==> src/rtl/ps2_pkg.sv <==
// Shared constants and types for the native PS/2 mouse host.
// Frame geometry, status bit positions, command bytes, init FSM states.
package ps2_pkg;

    localparam int FRAME_BITS = 11;

    typedef enum int {
        BTN_L   = 0,
        BTN_R   = 1,
        BTN_M   = 2,
        ALWAYS1 = 3,
        XS      = 4,
        YS      = 5,
        XO      = 6,
        YO      = 7
    } stat_bit_e;

    localparam logic [7:0] CMD_ENABLE = 8'hF4;
    localparam logic [7:0] RSP_ACK    = 8'hFA;

    typedef enum logic [2:0] {
        ST_WAIT,
        ST_INHIBIT,
        ST_REQ,
        ST_SEND,
        ST_ACK,
        ST_WAIT_FA,
        ST_RUN
    } init_st_e;

    function automatic logic odd_par(input logic [7:0] b);
        return ~^b;
    endfunction

    function automatic logic [31:0] us_cycles(
        input longint hz,
        input longint us
    );
        return 32'(hz * us / 64'd1000000);
    endfunction

endpackage

==> src/rtl/ps2_mouse_rx_if.sv <==
// Pin-level and mouse-bus bundle of the PS/2 mouse host.
// master = host side, slave = board/pin side.
interface ps2_mouse_rx_if;

    logic        ps2_clk_i;
    logic        ps2_dat_i;
    logic        ps2_clk_o;
    logic        ps2_dat_o;
    logic [24:0] ps2_mouse;

    modport master (
        input  ps2_clk_i,
        input  ps2_dat_i,
        output ps2_clk_o,
        output ps2_dat_o,
        output ps2_mouse
    );

    modport slave (
        output ps2_clk_i,
        output ps2_dat_i,
        input  ps2_clk_o,
        input  ps2_dat_o,
        input  ps2_mouse
    );

endinterface

==> src/rtl/ps2_rx_frame.sv <==
// Device->host frame receiver: synchronisers, clock glitch filter,
// 11-bit deserialiser with start/parity/stop check, and idle timeout.
module ps2_rx_frame
    import ps2_pkg::*;
#(
    parameter int          FILTER_CYCLES = 8,
    parameter logic [31:0] TO_CYCLES     = 32'd100000
) (
    input  logic       clk_sys,
    input  logic       reset,
    input  logic       clk_in,
    input  logic       dat_in,
    input  logic       hold,
    output logic       fall_edge,
    output logic       tmo,
    output logic       dat,
    output logic       byte_valid,
    output logic       byte_err,
    output logic [7:0] byte_data
);

    localparam logic [7:0] FC_MAX = 8'(FILTER_CYCLES - 1);

    logic [1:0]  c_sync;
    logic [1:0]  d_sync;
    logic        fclk;
    logic [7:0]  fcnt;
    logic [3:0]  bitcnt;
    logic [9:0]  sh;
    logic [10:0] full;
    logic [31:0] tcnt;
    logic        last;
    logic        ok;

    assign dat       = d_sync[1];
    assign fall_edge = fclk && !c_sync[1] && (fcnt == FC_MAX);
    assign full      = {d_sync[1], sh};
    assign last      = fall_edge &&
                       (bitcnt == 4'(FRAME_BITS - 1));
    assign ok        = !full[0] && full[10] && (^full[9:1]);
    assign byte_data = full[8:1];
    assign byte_valid = last && ok;
    assign byte_err   = last && !ok;
    // Expiry is a one-shot; an edge in the same cycle wins.
    assign tmo = (tcnt == 32'd1) && !fall_edge;

    always_ff @(posedge clk_sys) begin
        if (reset) begin
            c_sync <= 2'b11;
            d_sync <= 2'b11;
            fclk   <= 1'b1;
            fcnt   <= 8'd0;
            bitcnt <= 4'd0;
            sh     <= 10'd0;
            tcnt   <= 32'd0;
        end else begin
            c_sync <= {c_sync[0], clk_in};
            d_sync <= {d_sync[0], dat_in};
            if (c_sync[1] == fclk) begin
                fcnt <= 8'd0;
            end else if (fcnt == FC_MAX) begin
                fclk <= c_sync[1];
                fcnt <= 8'd0;
            end else begin
                fcnt <= fcnt + 8'd1;
            end
            if (fall_edge) begin
                tcnt <= TO_CYCLES;
            end else if (tcnt != 32'd0) begin
                tcnt <= tcnt - 32'd1;
            end
            if (hold || tmo) begin
                bitcnt <= 4'd0;
            end else if (fall_edge) begin
                sh     <= full[10:1];
                bitcnt <= last ? 4'd0 : bitcnt + 4'd1;
            end
        end
    end

endmodule

==> src/rtl/ps2_mouse_rx.sv <==
// Native PS/2 mouse host: 3-byte packet assembly onto the 25-bit mouse bus.
// Define PS2_MOUSE_INIT_EN to send Enable Data Reporting after reset.
module ps2_mouse_rx
    import ps2_pkg::*;
#(
    parameter int CLK_HZ        = 50_000_000,
    parameter int FILTER_CYCLES = 8,
    parameter int TIMEOUT_US    = 2000
) (
    input  logic          clk_sys,
    input  logic          reset,
    ps2_mouse_rx_if.master bus
);

    localparam logic [31:0] TO_CYC =
        us_cycles(longint'(CLK_HZ), longint'(TIMEOUT_US));

    logic        fall_edge;
    logic        tmo;
    logic        dat;
    logic        byte_valid;
    logic        byte_err;
    logic [7:0]  byte_data;
    logic        hold;
    logic        run;
    logic [1:0]  idx;
    logic [7:0]  b0;
    logic [7:0]  b1;
    logic [24:0] mouse;

    ps2_rx_frame #(
        .FILTER_CYCLES (FILTER_CYCLES),
        .TO_CYCLES     (TO_CYC)
    ) u_frame (
        .clk_sys    (clk_sys),
        .reset      (reset),
        .clk_in     (bus.ps2_clk_i),
        .dat_in     (bus.ps2_dat_i),
        .hold       (hold),
        .fall_edge  (fall_edge),
        .tmo        (tmo),
        .dat        (dat),
        .byte_valid (byte_valid),
        .byte_err   (byte_err),
        .byte_data  (byte_data)
    );

    always_ff @(posedge clk_sys) begin
        if (reset) begin
            idx   <= 2'd0;
            b0    <= 8'd0;
            b1    <= 8'd0;
            mouse <= 25'd0;
        end else if (!run || tmo || byte_err) begin
            idx <= 2'd0;
        end else if (byte_valid) begin
            case (idx)
                2'd0: begin
                    if (byte_data[ALWAYS1]) begin
                        b0  <= byte_data;
                        idx <= 2'd1;
                    end
                end
                2'd1: begin
                    b1  <= byte_data;
                    idx <= 2'd2;
                end
                default: begin
                    mouse <= {~mouse[24], byte_data, b1, b0};
                    idx   <= 2'd0;
                end
            endcase
        end
    end

    assign bus.ps2_mouse = mouse;

`ifdef PS2_MOUSE_INIT_EN
    localparam logic [31:0] WAIT_CYC =
        us_cycles(longint'(CLK_HZ), 64'd500000);
    localparam logic [31:0] INH_CYC =
        us_cycles(longint'(CLK_HZ), 64'd120);
    localparam logic [10:0] TX_FRAME =
        {1'b1, odd_par(CMD_ENABLE), CMD_ENABLE, 1'b0};

    init_st_e    st;
    init_st_e    st_n;
    logic [31:0] tmr;
    logic [31:0] tmr_val;
    logic        tmr_ld;
    logic [3:0]  tx_cnt;
    logic [3:0]  tx_cnt_n;
    logic        clk_o;
    logic        dat_o;

    always_ff @(posedge clk_sys) begin
        if (reset) begin
            st     <= ST_WAIT;
            tmr    <= WAIT_CYC;
            tx_cnt <= 4'd0;
        end else begin
            st     <= st_n;
            tx_cnt <= tx_cnt_n;
            if (tmr_ld) begin
                tmr <= tmr_val;
            end else if (tmr != 32'd0) begin
                tmr <= tmr - 32'd1;
            end
        end
    end

    always_comb begin
        st_n     = st;
        tmr_ld   = 1'b0;
        tmr_val  = TO_CYC;
        tx_cnt_n = tx_cnt;
        clk_o    = 1'b1;
        dat_o    = 1'b1;
        hold     = 1'b1;
        unique case (st)
            ST_WAIT: begin
                if (tmr == 32'd0) st_n = ST_INHIBIT;
            end
            ST_INHIBIT: begin
                clk_o = 1'b0;
                if (tmr == 32'd0) st_n = ST_REQ;
            end
            ST_REQ: begin
                clk_o    = 1'b0;
                dat_o    = 1'b0;
                tx_cnt_n = 4'd0;
                tmr_ld   = 1'b1;
                st_n     = ST_SEND;
            end
            ST_SEND: begin
                // Start bit stays on the line until the first device edge.
                dat_o = TX_FRAME[tx_cnt];
                if (fall_edge) begin
                    tmr_ld   = 1'b1;
                    tx_cnt_n = tx_cnt + 4'd1;
                    if (tx_cnt == 4'd9) st_n = ST_ACK;
                end else if (tmr == 32'd0) begin
                    st_n = ST_INHIBIT;
                end
            end
            ST_ACK: begin
                if (fall_edge) begin
                    tmr_ld = 1'b1;
                    st_n   = dat ? ST_INHIBIT : ST_WAIT_FA;
                end else if (tmr == 32'd0) begin
                    st_n = ST_INHIBIT;
                end
            end
            ST_WAIT_FA: begin
                hold = 1'b0;
                if (byte_valid) begin
                    st_n = (byte_data == RSP_ACK) ? ST_RUN
                                                  : ST_INHIBIT;
                end else if (byte_err || tmr == 32'd0) begin
                    st_n = ST_INHIBIT;
                end else if (fall_edge) begin
                    tmr_ld = 1'b1;
                end
            end
            ST_RUN: begin
                hold = 1'b0;
            end
            default: begin
                st_n = ST_INHIBIT;
            end
        endcase
        if (st_n == ST_INHIBIT && st != ST_INHIBIT) begin
            tmr_ld  = 1'b1;
            tmr_val = INH_CYC;
        end
    end

    assign run           = (st == ST_RUN);
    assign bus.ps2_clk_o = clk_o;
    assign bus.ps2_dat_o = dat_o;
`else
    logic unused_init;

    assign unused_init   = fall_edge ^ dat;
    assign hold          = 1'b0;
    assign run           = 1'b1;
    assign bus.ps2_clk_o = 1'b1;
    assign bus.ps2_dat_o = 1'b1;
`endif

endmodule

==> src/flat_wrapper.sv <==
// flat-port wrapper written by rule: the top's interface ports become plain ports
module ps2_mouse_rx_flat import ps2_pkg::*;
#(
    parameter int CLK_HZ        = 50_000_000,
    parameter int FILTER_CYCLES = 8,
    parameter int TIMEOUT_US    = 2000
)
  (clk_sys, reset, bus_ps2_clk_i, bus_ps2_dat_i, bus_ps2_clk_o, bus_ps2_dat_o, bus_ps2_mouse);
  ps2_mouse_rx_if bus_i ();
  input  logic clk_sys;
  input  logic reset;
  input wire logic [$bits(bus_i.ps2_clk_i)-1:0] bus_ps2_clk_i;
  input wire logic [$bits(bus_i.ps2_dat_i)-1:0] bus_ps2_dat_i;
  output wire logic [$bits(bus_i.ps2_clk_o)-1:0] bus_ps2_clk_o;
  output wire logic [$bits(bus_i.ps2_dat_o)-1:0] bus_ps2_dat_o;
  output wire logic [$bits(bus_i.ps2_mouse)-1:0] bus_ps2_mouse;
  assign bus_i.ps2_clk_i = bus_ps2_clk_i;
  assign bus_i.ps2_dat_i = bus_ps2_dat_i;
  assign bus_ps2_clk_o = bus_i.ps2_clk_o;
  assign bus_ps2_dat_o = bus_i.ps2_dat_o;
  assign bus_ps2_mouse = bus_i.ps2_mouse;
  ps2_mouse_rx #(.CLK_HZ(CLK_HZ), .FILTER_CYCLES(FILTER_CYCLES), .TIMEOUT_US(TIMEOUT_US)) u_core (.clk_sys(clk_sys), .reset(reset), .bus(bus_i));
endmodule
==> config.mk <==
export PLATFORM = sky130hd
export DESIGN_NAME = ps2_mouse_rx_flat
export DESIGN_NICKNAME = d
export VERILOG_FILES = /design/src/rtl/ps2_pkg.sv /design/src/rtl/ps2_mouse_rx_if.sv /design/src/rtl/ps2_rx_frame.sv /design/src/rtl/ps2_mouse_rx.sv /design/src/flat_wrapper.sv
export SDC_FILE = /design/constraint.sdc
export NUM_CORES = 1
export LEC_CHECK = 0
export ABC_AREA = 1
export CORE_MARGIN = 4
export CORE_UTILIZATION = 57
export DETAILED_ROUTE_END_ITERATION = 8
export PLACE_DENSITY = 0.88
export SLEW_MARGIN = 30
export SYNTH_ARGS = -nofsm -noshare
export SYNTH_HDL_FRONTEND = slang
export SYNTH_SLANG_ARGS = --single-unit
==> constraint.sdc <==
create_clock -name clk_sys -period 2.4 [get_ports clk_sys]
set_input_delay 0.6 -clock clk_sys [delete_from_list [all_inputs] [get_ports clk_sys]]
set_output_delay 0.6 -clock clk_sys [all_outputs]
set_load 0.03 [all_outputs]
; Yosys cells after proc, flatten, opt, wreduce, memory -nomap -nowiden
; Cells that the tools add are included.
[word_totals]
regBits = 102
in_bits = 4
output_inout_bits = 27
[classes]
add_sub_neg = 3
eq_ne = 6
mux = 5
bitwise = 5
n_reduce_logical = 28
[op_table]
columns = operator, n
row1 = 17-bit two-way mux, 2
row2 = 32-bit by 1-bit == test with 1-bit output (second input constant), 1
row3 = 32-bit nonzero test, 1
row4 = 32-bit by 1-bit subtractor with 32-bit output (second input constant), 1
row5 = 9-bit XOR reduction, 1
row6 = 8-bit by 1-bit adder with 8-bit output (second input constant), 1
row7 = 8-bit by 3-bit == test with 1-bit output (second input constant), 1
row8 = 1-bit logical AND, 8
row9 = 2-bit OR reduction, 4
row10 = 2-bit AND reduction, 3
row11 = 3-bit AND reduction, 2
row12 = 1-bit NOT, 5
row13 = 4-bit by 1-bit adder with 4-bit output (second input constant), 1
row14 = 4-bit == test (second input constant), 1
row15 = 1-bit logical NOT, 4
row16 = 4-bit two-way mux, 1
row17 = 2-bit case mux with 2 select lines, 1
row18 = 4-bit AND reduction, 1
row19 = 3-bit OR reduction, 1
row20 = 2-bit by 1-bit == test with 1-bit output (second input constant), 1
row21 = 2-bit logical NOT, 1
row22 = 2-bit two-way mux, 1
row23 = 2-bit inequality test (second input constant), 1
row24 = 2-bit nonzero test, 1
row25 = other kinds (2), 2

; Logic depth before layout (Yosys ltp)
[logic_depth]
word_depth = 8
depth_mapped = 14
depth_no_buf = 13

; By module
; A second synthesis with hierarchy kept.
[hier_totals]
cells_unflattened = 783
area_unflattened_um2 = 5201.2
[by_module_without_submodules]
columns = mod, instances, cells_each, area_each_um2, seq_area_each_um2
row1 = ps2_rx_frame, 1, 510, 3427.0, 1181.1
row2 = ps2_mouse_rx, 1, 273, 1774.2, 860.8

; Worst setup path after synthesis
; No wires, ideal clock.
[synth_path]
path_kind = register to register
from = register u_core.u_frame.tcnt[0]
to = register u_core.u_frame.tcnt[17]
setup_ns = 0.132
t_arrival_ns = 1.573
required_time_ns = 2.268
path_slack_ns = 0.695
path_stages_with_launch = 12
path_buffers = 0
path_cell_list = dfxtp_1 -> inv_1 -> ha_1 -> nand2_1 -> nor2_1 -> nand4_2 -> inv_1 -> nand2_2 -> nand2_1 -> inv_1 -> nand3b_1 -> a21oi_1
[synth_via]
elab_chain_len = 1
word_cells_on_any_way = 2
classes_between = add/sub: 1 / reduce/logical: 1
[synth_lines]
columns = item, line
row1 = "start, declared", ps2_rx_frame.sv:31  ; logic [31:0] tcnt;
row2 = "start signal, assigned", ps2_rx_frame.sv:70  ; tcnt <= tcnt - 32'd1;
row3 = 32-bit by 1-bit subtractor with 32-bit output or 32-bit nonzero test (tied branches), "ps2_rx_frame.sv:70, ps2_rx_frame.sv:69"
; Several ways; a longest one is shown, not always the timed one.
; A chain may end at the register's enable or synchronous reset.

; Worst setup path after layout
[layout_path]
from = register u_core.u_frame.fcnt[0]
to = register u_core.b0[6]
[layout_via]
elab_chain_len = 7
word_cells_on_any_way = 10
classes_between = eq/ne: 1 / bitwise: 1 / reduce/logical: 8
[layout_lines]
columns = item, line
row1 = "start, declared", ps2_rx_frame.sv:27  ; logic [7:0] fcnt;
row2 = "start signal, assigned", ps2_rx_frame.sv:65  ; fcnt <= fcnt + 8'd1;
row3 = 8-bit by 3-bit == test with 1-bit output (*), ps2_rx_frame.sv:36  ; assign fall_edge = fclk && !c_sync[1] && (fcnt == FC_MAX);
row4 = 1-bit logical AND (*), ps2_rx_frame.sv:36
row5 = 1-bit logical NOT or 1-bit logical AND (tied branches), "ps2_rx_frame.sv:45, ps2_rx_frame.sv:38"
row6 = "1-bit logical AND, on equally long branches", "ps2_rx_frame.sv:45, ps2_rx_frame.sv:43"
row7 = 1-bit logical OR, ps2_mouse_rx.sv:54  ; end else if (!run || tmo || byte_err) begin
row8 = 1-bit NOT (no line), -
row9 = 4-bit AND reduction (no line) (*), -
row10 = "end signal, assigned", ps2_mouse_rx.sv:60  ; b0 <= byte_data;
row11 = "end, declared", ps2_mouse_rx.sv:27  ; logic [7:0] b0;
; Every way passes the cells marked *; elsewhere a longest branch is shown, timed or not.

==> results.sh <==
export IMPL_crit_path_end_kind="flop"
export IMPL_insertion_delay_ns=0.36
export IMPL_combPwrFrac_pct=46.1
export IMPL_hpwlAfterDp_um=7880
export IMPL_p_leak_uw=0.00254
export IMPL_final_common_cell="nand2_1"
export IMPL_synthToLayoutAreaGrowth_pct=12.3
export IMPL_synth_top_area_share_pct=40.2
export IMPL_hp_start="u_core.u_frame.c_sync[0]$_SDFF_PP1_"
export IMPL_setup_viol=0
export IMPL_hold_end="u_core.u_frame.c_sync[1]$_SDFF_PP1_"
export IMPL_holdCritPathClass="flop to flop"
export IMPL_finalClockSkew_ns=0.0107
export IMPL_maxCapViolCount=0
export IMPL_grt_pass1_vias=4403
export IMPL_cts_setup_buffers=0
export IMPL_cp_start_kind="flop"
export IMPL_whs_ns=0.418
export IMPL_hold_buffers=0
export IMPL_ir_worst_vdd_uv=830
export IMPL_ys_seq_elements=102
export IMPL_status="completed"
export IMPL_die_w_um=102
export IMPL_grt_pass1_wl_um=18800
export IMPL_cts_repair_resize_count=0
export IMPL_detail_route_antenna_nets=0
export IMPL_p_clk_share_pct=19.6
export IMPL_final_cell_area_um2=5700
export IMPL_grt_start_max_net_pins=51
export IMPL_reg2reg_slack_ns=0.27
export IMPL_num_vias=4714
export IMPL_cts_htree_levels=3
export IMPL_timing_rr_start="u_core.u_frame.fcnt[0]$_SDFF_PP0_"
export IMPL_vias_per_cell=5.26
export IMPL_core_area_um2=8680
export IMPL_swShare_pct=43.2
export IMPL_post_route_util_pct=65.7
export IMPL_final_setup_tns_ns=0
export IMPL_reg2regPathDepth=11
export IMPL_cts_root_buf="clkbuf_8"
export IMPL_yosysTopAreaCell="dfxtp_1"
export IMPL_synth_area_um2=5070
export IMPL_regArea_um2=2040
export IMPL_place_congestion=0.906
export IMPL_worstReg2RegEnd="u_core.b0[6]$_SDFFE_PP0P_"
export IMPL_antenna_found_initial=0
export IMPL_fin_nets=793
export IMPL_clkTransAtPathRegs_ns=0.09
export IMPL_antenna_cells=0
export IMPL_cts_tree="built"
export IMPL_dpl_cell_area_um2=5440
export IMPL_fin_crit_ns=2.13
export IMPL_dieArea_um2=10500
export IMPL_cts_sinks=102
export IMPL_cts_buffers_inserted=9
export IMPL_powerDensity_nw_per_um2=1100
export IMPL_port_buffers=28
export IMPL_crit_type="flop to flop"
export IMPL_p_switching_uw=2710
export IMPL_synthCells=759
export IMPL_post_place_cells=879
export IMPL_p_int_uw=3570
export IMPL_drt_pass1_iterations=5
export IMPL_multi_input_area_um2=2410
export IMPL_finalHoldViolCount=0
export IMPL_drc=0
export IMPL_n_fill_cell=787
export IMPL_yosysWarnings=0
export IMPL_whs_path_depth=1
export IMPL_drt_iter0_markers=253
export IMPL_grt_use_total_pct=21.9
export IMPL_clk_path_buf_depth=2
export IMPL_crit_path_max_fanout=40
export IMPL_layout_common_cells="173 x nand2_1, 131 x inv_1, 122 x nor2_1, 102 x dfxtp_1, 46 x nand4_1"
export IMPL_finalCritPeriodShare_pct=88.8
export IMPL_cp_data_arrival_time_ns=2.39
export IMPL_wire_per_inst_um=12.5
export IMPL_seq_power_share_pct=34.3
export IMPL_io_pins=31
export IMPL_critical_path_required_ns=2.66
export IMPL_fmax_mhz=469
export IMPL_routed_wl_um=11200
export IMPL_synth_area_top_cells="dfxtp_1 40%, nand2_1 13%, inv_1 9.7%, nor2_1 9.0%, nand4_1 5.7%"
export IMPL_yosysUniqueCellTypes=35
export IMPL_die_y_um=102
export IMPL_finalNonFillerCells=896
export IMPL_initial_utilization_pct=58.5
export IMPL_seq_area_frac_synth_pct=40.2
export IMPL_grt_ovfl_total=0
export IMPL_avgSynthCellArea_um2=6.68
export IMPL_drive_gt1_share_pct=6.09
export IMPL_maxSlewViolCount=0
export IMPL_rsz0062_at_grt="false"
export IMPL_rows=34
## worst max path at each step
| stage | from | end | slack (ns) | cells past startpoint |
|---|---|---|---|---|
| 2_1_floorplan | u_core.u_frame.tcnt[0]$_SDFFE_PP0P_ | u_core.u_frame.tcnt[17]$_SDFFE_PP0P_ | 0.70 | 11 |
| 3_3_place_gp | u_core.u_frame.fcnt[0]$_SDFF_PP0_ | u_core.bus.ps2_mouse[16]$_SDFFE_PP0P_ | 0.41 | 11 |
| 3_5_place_dp | u_core.u_frame.fcnt[0]$_SDFF_PP0_ | u_core.bus.ps2_mouse[24]$_SDFFE_PP0P_ | 0.29 | 11 |
| 4_1_cts | u_core.u_frame.fcnt[0]$_SDFF_PP0_ | u_core.bus.ps2_mouse[8]$_SDFFE_PP0P_ | 0.25 | 11 |
| 5_1_grt | u_core.u_frame.fcnt[0]$_SDFF_PP0_ | u_core.bus.ps2_mouse[18]$_SDFFE_PP0P_ | 0.003 | 11 |
| 6_report | u_core.u_frame.fcnt[0]$_SDFF_PP0_ | u_core.b0[6]$_SDFFE_PP0P_ | 0.27 | 11 |
## routing by layer
layer / up-vias / routed length (um) / global-route usage (%)
met4: 0 / 255 / 9.99
met1: 2142 / 4960 / 27.1
met5: - / 0 / 0
li1: 2404 / - / -
met2: 135 / 5490 / 38.2
met3: 33 / 488 / 2.59
## power groups by stage
stage | Sequential [uW] | Clock [uW] | Combinational, uW
after global placement | 2170 | 0 | 2730
final | 2150 | 1230 | 2890
after global routing | 2180 | 1320 | 3250
after floorplan | 2120 | 0 | 2260
after CTS | 2150 | 1250 | 2830
after detailed placement | 2180 | 0 | 2800
## flip-flops by register name, indices dropped and copies added (netlist names)
register / flops
u_core.u_frame.tcnt: 32
u_core.bus.ps2_mouse: 25
u_core.u_frame.sh: 10
u_core.b0: 8
u_core.b1: 8
u_core.u_frame.fcnt: 8
u_core.u_frame.bitcnt: 4
u_core.idx: 2
u_core.u_frame.c_sync: 2
u_core.u_frame.d_sync: 2
u_core.u_frame.fclk: 1
## worst max-delay path: stages, from the launching register on
cell     delay [ns]
dfxtp_1        0.36
ha_1           0.20
nand2_1        0.10
nor2_1         0.12
nand2_1        0.11
nor2_4         0.29
inv_2          0.10
nor2_4         0.22
buf_12         0.24
nand4_1        0.12
nand2_1        0.11
nor2_1         0.06
## synth_stat cells (all sizes together)
cell type / count
xor2: 7
a31oi: 2
buf: 16
ha: 6
nor3b: 2
nor3: 20
o21ai: 15
o21a: 1
o211ai: 1
a21oi: 33
nor2: 126
nand3b: 2
nand2: 174
nand4: 50
a22oi: 1
inv: 135
dfxtp: 102
conb: 1
or2: 7
a211oi: 4
nor4: 3
clkbuf: 11
xnor2: 12
clkinv: 1
nand3: 27
## metrics by stage
step	setup slack [ns]	total power (uW)
floorplan	0.695	4390
global placement	0.412	4910
detailed placement	0.292	4980
CTS	0.253	6230
global route	0.00301	6750
finish	0.269	6280
## logic make-up (layout without fill, tap and decap cells)
logic type | Yosys count | after routing | synth area share (%)
other | 1 | 2 | 0.0739
buffers and inverters | 163 | 190 | 12.8
flip-flops | 102 | 102 | 40.2
XOR/XNOR | 19 | 19 | 3.28
AO/OA/AOI/OAI | 57 | 57 | 6.02
adder cells (fa/ha/maj) | 6 | 6 | 1.48
AND/OR/NAND/NOR | 411 | 412 | 36.1
## layout make-up
| class | count | area share [%] |
|---|---|---|
| repair buffers | 38 | 6.45 |
| clock inverters | 4 | 1.34 |
| well taps | 108 | 2.37 |
| flip-flops and latches | 102 | 35.8 |
| clock buffers | 12 | 2.72 |
| inverters | 136 | 8.96 |
| multi-input cells | 496 | 42.3 |
(Power assumes the default switching activity.)
